File: config.mk
export PLATFORM = sky130hd
export DESIGN_NAME = rom_stream_reader
export DESIGN_NICKNAME = d
export VERILOG_FILES = /design/src/rtl/rom_stream_reader.sv
export SDC_FILE = /design/constraint.sdc
export NUM_CORES = 1
export LEC_CHECK = 0
export CAP_MARGIN = 30
export CORE_ASPECT_RATIO = 0.6
export CORE_MARGIN = 2
export CORE_UTILIZATION = 41
export DETAILED_ROUTE_END_ITERATION = 10
export GPL_ROUTABILITY_DRIVEN = 1
export MAX_ROUTING_LAYER = met4
export PLACE_DENSITY_LB_ADDON = 0.08
export SYNTH_ARGS = -nofsm -noshare
export SYNTH_HDL_FRONTEND = slang
export SYNTH_SLANG_ARGS = --single-unit
File: constraint.sdc
create_clock -name clk -period 4.3 [get_ports clk]
set_input_delay 0.86 -clock clk [delete_from_list [all_inputs] [get_ports clk]]
set_output_delay 0.86 -clock clk [all_outputs]
set_load 0.02 [all_outputs]
File: src/rtl/rom_stream_reader.sv
// rom_stream_reader
//
// Reads a programmable burst of consecutive words from a fixed-latency ROM.
// The returned words are buffered in a small FIFO and handed to a downstream
// consumer over a valid/ready stream. The consumer may stall freely. Read
// issue is throttled by a credit check, so the FIFO can never overflow.
//
// Ports:
//   clk              system clock, rising edge
//   rst              asynchronous, active-high reset
//   start            one-cycle burst request, only honoured while idle
//   start_addr       first ROM address of the burst
//   length           number of words to read (0 .. 2^ADDR_WIDTH)
//   busy             high from the cycle after an accepted start until done
//   done             one-cycle pulse after the last word is accepted
//   rom_address      address to the ROM
//   rom_read_enable  read enable to the ROM
//   rom_data_out     ROM read data, valid one cycle after an issued read
//   out_data         word at the head of the FIFO (0 when empty)
//   out_valid        FIFO non-empty
//   out_ready        consumer accepts the head word when valid and ready

module rom_stream_reader #(
    parameter int ADDR_WIDTH = 14,
    parameter int DATA_WIDTH = 24,
    parameter int FIFO_DEPTH = 4
) (
    input  logic                  clk,
    input  logic                  rst,
    input  logic                  start,
    input  logic [ADDR_WIDTH-1:0] start_addr,
    input  logic [ADDR_WIDTH:0]   length,
    output logic                  busy,
    output logic                  done,
    output logic [ADDR_WIDTH-1:0] rom_address,
    output logic                  rom_read_enable,
    input  logic [DATA_WIDTH-1:0] rom_data_out,
    output logic [DATA_WIDTH-1:0] out_data,
    output logic                  out_valid,
    input  logic                  out_ready
);

    localparam int PW = (FIFO_DEPTH > 1) ? $clog2(FIFO_DEPTH) : 1;
    localparam int CW = PW + 1;

    localparam logic [1:0] ST_IDLE  = 2'd0;
    localparam logic [1:0] ST_READ  = 2'd1;
    localparam logic [1:0] ST_DRAIN = 2'd2;

    localparam logic [ADDR_WIDTH-1:0] ADDR_ONE  = {{(ADDR_WIDTH-1){1'b0}}, 1'b1};
    localparam logic [ADDR_WIDTH:0]   LEN_ONE   = {{ADDR_WIDTH{1'b0}}, 1'b1};
    localparam logic [PW-1:0]         PTR_ONE   = {{(PW-1){1'b0}}, 1'b1};
    localparam logic [CW-1:0]         CNT_ONE   = {{(CW-1){1'b0}}, 1'b1};
    localparam logic [CW-1:0]         CNT_FULL  = CW'(FIFO_DEPTH);
    localparam logic [CW:0]           CREDIT_MAX = (CW+1)'(FIFO_DEPTH);

    logic [1:0]            state;
    logic [ADDR_WIDTH-1:0] addr;
    logic [ADDR_WIDTH-1:0] last_addr;
    logic [ADDR_WIDTH:0]   issue_remaining;
    logic [ADDR_WIDTH:0]   accept_remaining;
    logic                  inflight;

    logic [DATA_WIDTH-1:0] fifo_mem [FIFO_DEPTH];
    logic [PW-1:0]         wr_ptr;
    logic [PW-1:0]         rd_ptr;
    logic [CW-1:0]         fifo_count;

    logic [CW:0]           credit_used;
    logic                  issue;
    logic                  push;
    logic                  pop;

    // A read may only be issued if the FIFO still has room for it once the
    // read already in flight (if any) has landed. Pops in the same cycle are
    // deliberately not counted, keeping the check purely registered.
    always_comb begin
        credit_used = {1'b0, fifo_count} + {{CW{1'b0}}, inflight};
        issue       = (state == ST_READ) && (issue_remaining != '0) &&
                      (credit_used < CREDIT_MAX);
        push        = inflight;
        pop         = (fifo_count != '0) && out_ready;
    end

    // The ROM address only moves when a read is issued; otherwise it holds
    // the address of the most recent read.
    assign rom_read_enable = issue;
    assign rom_address     = issue ? addr : last_addr;

    // Empty FIFO shows zero so stale storage never leaks after a reset.
    assign out_valid = (fifo_count != '0);
    assign out_data  = out_valid ? fifo_mem[rd_ptr] : '0;

    // Burst control: address/issue bookkeeping in READ, completion in DRAIN.
    // done is registered, so it appears in the cycle after the final
    // handshake, with busy dropping in that same cycle.
    always_ff @(posedge clk or posedge rst) begin
        if (rst) begin
            state            <= ST_IDLE;
            addr             <= '0;
            last_addr        <= '0;
            issue_remaining  <= '0;
            accept_remaining <= '0;
            inflight         <= 1'b0;
            busy             <= 1'b0;
            done             <= 1'b0;
        end else begin
            done     <= 1'b0;
            inflight <= issue;
            if (issue) begin
                last_addr <= addr;
            end
            case (state)
                ST_IDLE: begin
                    if (start) begin
                        if (length == '0) begin
                            done <= 1'b1;
                        end else begin
                            addr             <= start_addr;
                            issue_remaining  <= length;
                            accept_remaining <= length;
                            busy             <= 1'b1;
                            state            <= ST_READ;
                        end
                    end
                end
                ST_READ: begin
                    if (issue) begin
                        addr            <= addr + ADDR_ONE;
                        issue_remaining <= issue_remaining - LEN_ONE;
                        if (issue_remaining == LEN_ONE) begin
                            state <= ST_DRAIN;
                        end
                    end
                    if (pop) begin
                        accept_remaining <= accept_remaining - LEN_ONE;
                    end
                end
                ST_DRAIN: begin
                    if (pop) begin
                        accept_remaining <= accept_remaining - LEN_ONE;
                    end
                    if ((accept_remaining == '0) ||
                        (pop && (accept_remaining == LEN_ONE))) begin
                        done  <= 1'b1;
                        busy  <= 1'b0;
                        state <= ST_IDLE;
                    end
                end
                default: begin
                    state <= ST_IDLE;
                end
            endcase
        end
    end

    // FIFO storage is not reset; out_data is gated by out_valid instead.
    always_ff @(posedge clk) begin
        if (push) begin
            fifo_mem[wr_ptr] <= rom_data_out;
        end
    end

    // FIFO pointers and occupancy. Depth is a power of two, so the pointers
    // wrap naturally.
    always_ff @(posedge clk or posedge rst) begin
        if (rst) begin
            wr_ptr     <= '0;
            rd_ptr     <= '0;
            fifo_count <= '0;
        end else begin
            if (push) begin
                wr_ptr <= wr_ptr + PTR_ONE;
            end
            if (pop) begin
                rd_ptr <= rd_ptr + PTR_ONE;
            end
            case ({push, pop})
                2'b10:   fifo_count <= fifo_count + CNT_ONE;
                2'b01:   fifo_count <= fifo_count - CNT_ONE;
                default: fifo_count <= fifo_count;
            endcase
        end
    end

    // The credit check must make a push into a full FIFO impossible.
    assert property (@(posedge clk) disable iff (rst)
                     !(push && (fifo_count == CNT_FULL)));

endmodule

* Word-level counts from Yosys, hierarchy flattened *
Memory sizes are Yosys's and may differ from the RTL's.
Cells that the tools add are included.

storage, ports and cells
  flip-flop bits (word level) = 70
  RAM bits = 96
  output and inout bits = 42
  memories kept = 1

memories
  name      depth  bits a word  read ports  clocked after memory_dff  wr ports  RTL line  RTL
  fifo_mem  4      24           1           0                         1         64        logic [DATA_WIDTH-1:0] fifo_mem [FIFO_DEPTH];

operators by class
  add/subtract/negate cells = 8
  order comparisons = 1
  equality and inequality tests = 12
  muxes and demuxes = 29
  reductions and logical operators = 19

operators with widths
  operator                 count
  $mux W15                 4
  $pmux W15 S2             2
  $mux W14                 4
  $eq A15 B1 Y1 const B    2
  $logic_not A15 Y1        2
  $sub A15 B1 Y15 const B  2
  $pmux W14 S2             1
  $mux W24                 1
  $reduce_bool A15 Y1      1
  $add A14 B1 Y14 const B  1
  $reduce_and A4 Y1        3
  $mux W2                  5
  $mux W1                  8
  $ne A2 B2 Y1 const B     4
  $reduce_bool A2 Y1       4
  $pmux W2 S3              1
  $pmux W3 S2              1
  $reduce_and A5 Y1        1
  $add A2 B1 Y2 const B    2
  $add A3 B1 Y4            1
  $eq A2 B1 Y1 const B     2
  $eq A2 B2 Y1 const B     2
  $logic_and A1 B1 Y1      4
  $lt A4 B3 Y1 const B     1
  other kinds (8)          10

* Depth between registers and ports, before layout *
  depth after elaboration = 6
  mapped depth = 9
  gate-level depth less buffers = 8

* Worst setup path after synthesis *
Ideal clock, no wire load.

  kind = register to output
  from = register state[1]
  to = output port rom_address[10]
  data arrival time = 2161 ps
  slack = 1279 ps
  stages on the path, launching flop included = 9
  path buffers = 2
  cells stage by stage = dfrtp_1 > inv_1 > ha_1 > inv_2 > a311o_1 > or2_1 > buf_2 > buf_2 > o21ai_0

between the ends
  cells in the longest elaborated chain, start to end = 4

RTL lines
  what                              RTL line  RTL
  start: declaration                57        logic [1:0] state;
  start signal: assignment          99        state <= ST_IDLE;
  start signal: assignment          123       state <= ST_READ;
  start signal: assignment          132       state <= ST_DRAIN;
  $eq A2 B1 Y1                      79        issue = (state == ST_READ) && (issue_remaining != '0) &&
  $logic_and A1 B1 Y1 (2 in a row)  79
  $mux W14                          -
  end: declaration                  35        output logic [ADDR_WIDTH-1:0] rom_address,

Every way passes these cells.

* Worst setup path in the final report *
  from = register issue_remaining[1]
  to = output port rom_address[4]

between the ends
  cells in the longest elaborated chain, start to end = 4

RTL lines
  what                              RTL line  RTL
  start: declaration                60        logic [ADDR_WIDTH:0] issue_remaining;
  start signal: assignment          120       issue_remaining <= length;
  start signal: assignment          130       issue_remaining <= issue_remaining - LEN_ONE;
  $reduce_bool A15 Y1               79
  $logic_and A1 B1 Y1 (2 in a row)  79
  $mux W14                          -

Every way passes these cells.

==> impl_results.md <==
- Status: complete, no violations
- Post-CTS setup buffers: 0
- Top delay family on crit path: simple AND/OR/NAND/NOR gates
- Rel. slew slack: approximately 44%
- Fin crit share: 91.4%
- Minimum clock period: ~4000 ps
- H-tree depth: 4
- Root Driver: clkbuf_16
- Max-slew violations: 0
- Starting Density: a little over two fifths
- Mapped Area: 7760 um^2
- CP cell instances: inv_1 -> ha_1 -> nor4b_1 -> and4_1 -> or2_2 -> mux2_2 -> clkdlybuf4s50_1
- Register-to-Register Path Depth: 9
- HP Start: last_addr[13]
- Routed Wire Length: 18.9 mm
- Worst path bufs/invs: 2
- # clock sinks: 166
- Die width: 182 um
- Yosys reg bits: 166
- Port Buffers: slightly below 100
- Final Core Density: 52.6%
- Routability cong.: 0.832
- First-pass GRT wire length: 30.5 mm
- Share of layout cells above drive strength 1: 13.3%
- Ant. Diodes: 0
- Worst ir drop on vdd: 0.406 mV
- Final hold slack: 497 ps
- RSZ-0062 raised after global routing: no
- CTS tree: done
- Syn_nets: slightly below 700
- Synth Flop Type: edfxtp_1
- Critical Path Source Type: flop
- Worst stage delay on the critical path: between 500 and 600 ps
- Worst Hold Class: flop to flop
- Vias per cell: 5.69
- Slew @ Worst Pin: between 800 and 900 ps
- Drt pass-1 iters: 4
- DIE AREA: roughly 20000 um^2
- Reg-to-Reg End: fifo_count[2]
- Cell taking the most area after synthesis: edfxtp_1
- Congestion Overflow GR: 0
- Vias: 5518
- Arrival @ worst endpoint: 3070 ps
- Largest net degree at the start of global routing: 57
- Reg2reg setup slack: 1440 ps
- Setup_tns: 0 ps
- WL/cell: 19.5 um
- Total global-route track usage: 20.2%
- Chip height: 111 um
- # nets final: 791
- Endpoints failing setup: 0
- Area Growth Syn to Fin: 24.2%
- Worst Hold Path Cells: 1
- Clock tree buffer depth: 2
- Worst-path clk slew: 70 ps
- Initial antenna violation count: 0
- Max Clock Freq: 254 MHz
- Hpwl dp: 12.5 mm
- Avg Inst Size Synth: ~13 um^2
- Area contributors post-synth: edfxtp_1 (37%), dfrtp_1 (23%), mux4_2 (7.0%)
- Worst Hold End: last_addr[13]
- Maxcap violations: 0
- CTS Buf Count: 17
- CP required: 3440 ps
- Number of synthesized flops with an enable pin: between 90 and 100
- Critical path type: flop to output port
- Sequential area share after synthesis: 59.8%
- First DRT Iteration DRCs: 459
- Vias in the first global route: 5588
- Crit-path max FO: 16
- Row count: 38
- Count leader, synth: edfxtp_1
- Skew final: 9.92 ps
- Top-area cell type share of the netlist area: 37.2%
- Async SR Flop Fraction: 42.2%
- Core area: around 18000 um^2
- CP Capture Type: output port
- Synth unique cells: 59
- DRC viols: 0
- Filler cells: 1573
- Final hold violation count: 0
- Post-synth top cells: edfxtp_1 (96), dfrtp_1 (70), o21ai_0 (54), nand2_1 (41), a21oi_1 (39)
- Synth Warn #: 0
- Slowest cell on crit path: clkdlybuf4s50_1
- Leak pwr: around 3.5 nW
- Gate Count Post-Synth: 620
- RR Startpoint: fifo_count[0]
- Antenna viol nets, final: 0
- PwrDens: 778 nW/um^2
- I/O pin count: just under 100
- Clock Latency Late Sink: 440 ps
power by group:
group	internal, mW	switching, mW	leakage (nW)
sequential	2.14	0.360	1.68
clock	0.868	0.668	0.281
combinational	1.52	1.93	1.50
layer usage:
metal	wire (um)	GRT usage, %
met1	9080	28.6
met2	8420	28.9
met3	1210	5.24
met4	221	5.69
met5	0	-
registers in the layout, indices dropped and copies added, names as in the netlist:
name	count
rd_ptr	2
fifo_mem	96
busy	1
fifo_count	3
accept_remaining	15
state	2
last_addr	14
issue_remaining	15
inflight	1
done	1
wr_ptr	2
addr	14
worst max path at each step:
stage	startpoint	endpoint	cells past startpoint	slack, ps
2_1_floorplan	state[1]	rom_address[10]	8	1280
3_3_place_gp	issue_remaining[0]	rom_address[4]	7	670
3_5_place_dp	issue_remaining[0]	rom_address[0]	7	600
4_1_cts	issue_remaining[0]	rom_address[4]	7	110
5_1_grt	issue_remaining[1]	rom_address[4]	7	190
6_report	issue_remaining[1]	rom_address[4]	7	370
cells by family after synthesis:
| kind of cell | count (synthesis) | share of synthesized area [%] |
|---|---|---|
| multiplexers | 44 | 9.78 |
| adder cells (fa/ha/maj) | 17 | 2.84 |
| AO/OA/AOI/OAI | 153 | 11.7 |
| XOR/XNOR | 6 | 0.678 |
| buffers and inverters | 61 | 3.02 |
| AND/OR/NAND/NOR | 173 | 12.2 |
| flip-flops | 166 | 59.8 |
placed cells by master (no fill, tap or decap), types with 4 or more instances in the layout:
cell             instances
a21oi_1                 39
a2bb2oi_1                7
a31oi_1                 17
and2_1                  30
buf_4                   15
clkbuf_16               17
clkdlybuf4s50_1         98
dfrtp_1                 69
edfxtp_1                96
ha_1                    16
inv_1                   22
inv_6                    5
mux2_2                  13
mux2i_1                  6
mux4_2                  24
nand2_1                 41
nand2b_1                 6
nand3_1                 18
nand4_1                  6
nor2_1                  15
nor2b_1                  7
nor3_1                  14
nor4_1                  11
o21a_1                   4
o21ai_0                 54
o22ai_1                 10
o31ai_1                  6
or3_1                    5
xor2_1                   4
what timing repair did:
| item | in CTS | in global routing |
|---|---|---|
| gates resized for setup | 0 | 1 |
| endpoints found under the setup margin | 0 | 14 |
| hold buffers | 0 | 0 |
final cells by class:
cell class | instances | area, um^2 | share of cell area, %
timing repair buffer | 115 | 1120 | 11.7
clock buffer | 17 | 425 | 4.42
multi-input combinational | 393 | 2890 | 30.0
clock inverter | 15 | 168 | 1.74
sequential | 166 | 4640 | 48.1
inverter | 24 | 90.1 | 0.935
tap | 240 | 300 | 3.12
worst reg2reg max path: cells and delay by family, from the launching register on:
kind | cells | cell delay [ps]
XOR/XNOR | 2 | 350
adder cells (fa/ha/maj) | 2 | 620
buffers and inverters | 2 | 340
flip-flops | 1 | 420
AND/OR/NAND/NOR | 3 | 1040
metrics by stage:
stage          area (um^2)  power (mW)  setup WS (ps)  cells
3_3_place_gp          9030        5.86            667    937
4_1_cts               9630        7.53            111    970
6_report              9630        7.49            370    970
3_5_place_dp          9040        5.97            598    938
2_1_floorplan         7760        4.72           1280    620
5_1_grt               9630        7.97            191    970
(Power assumes the default switching activity.)
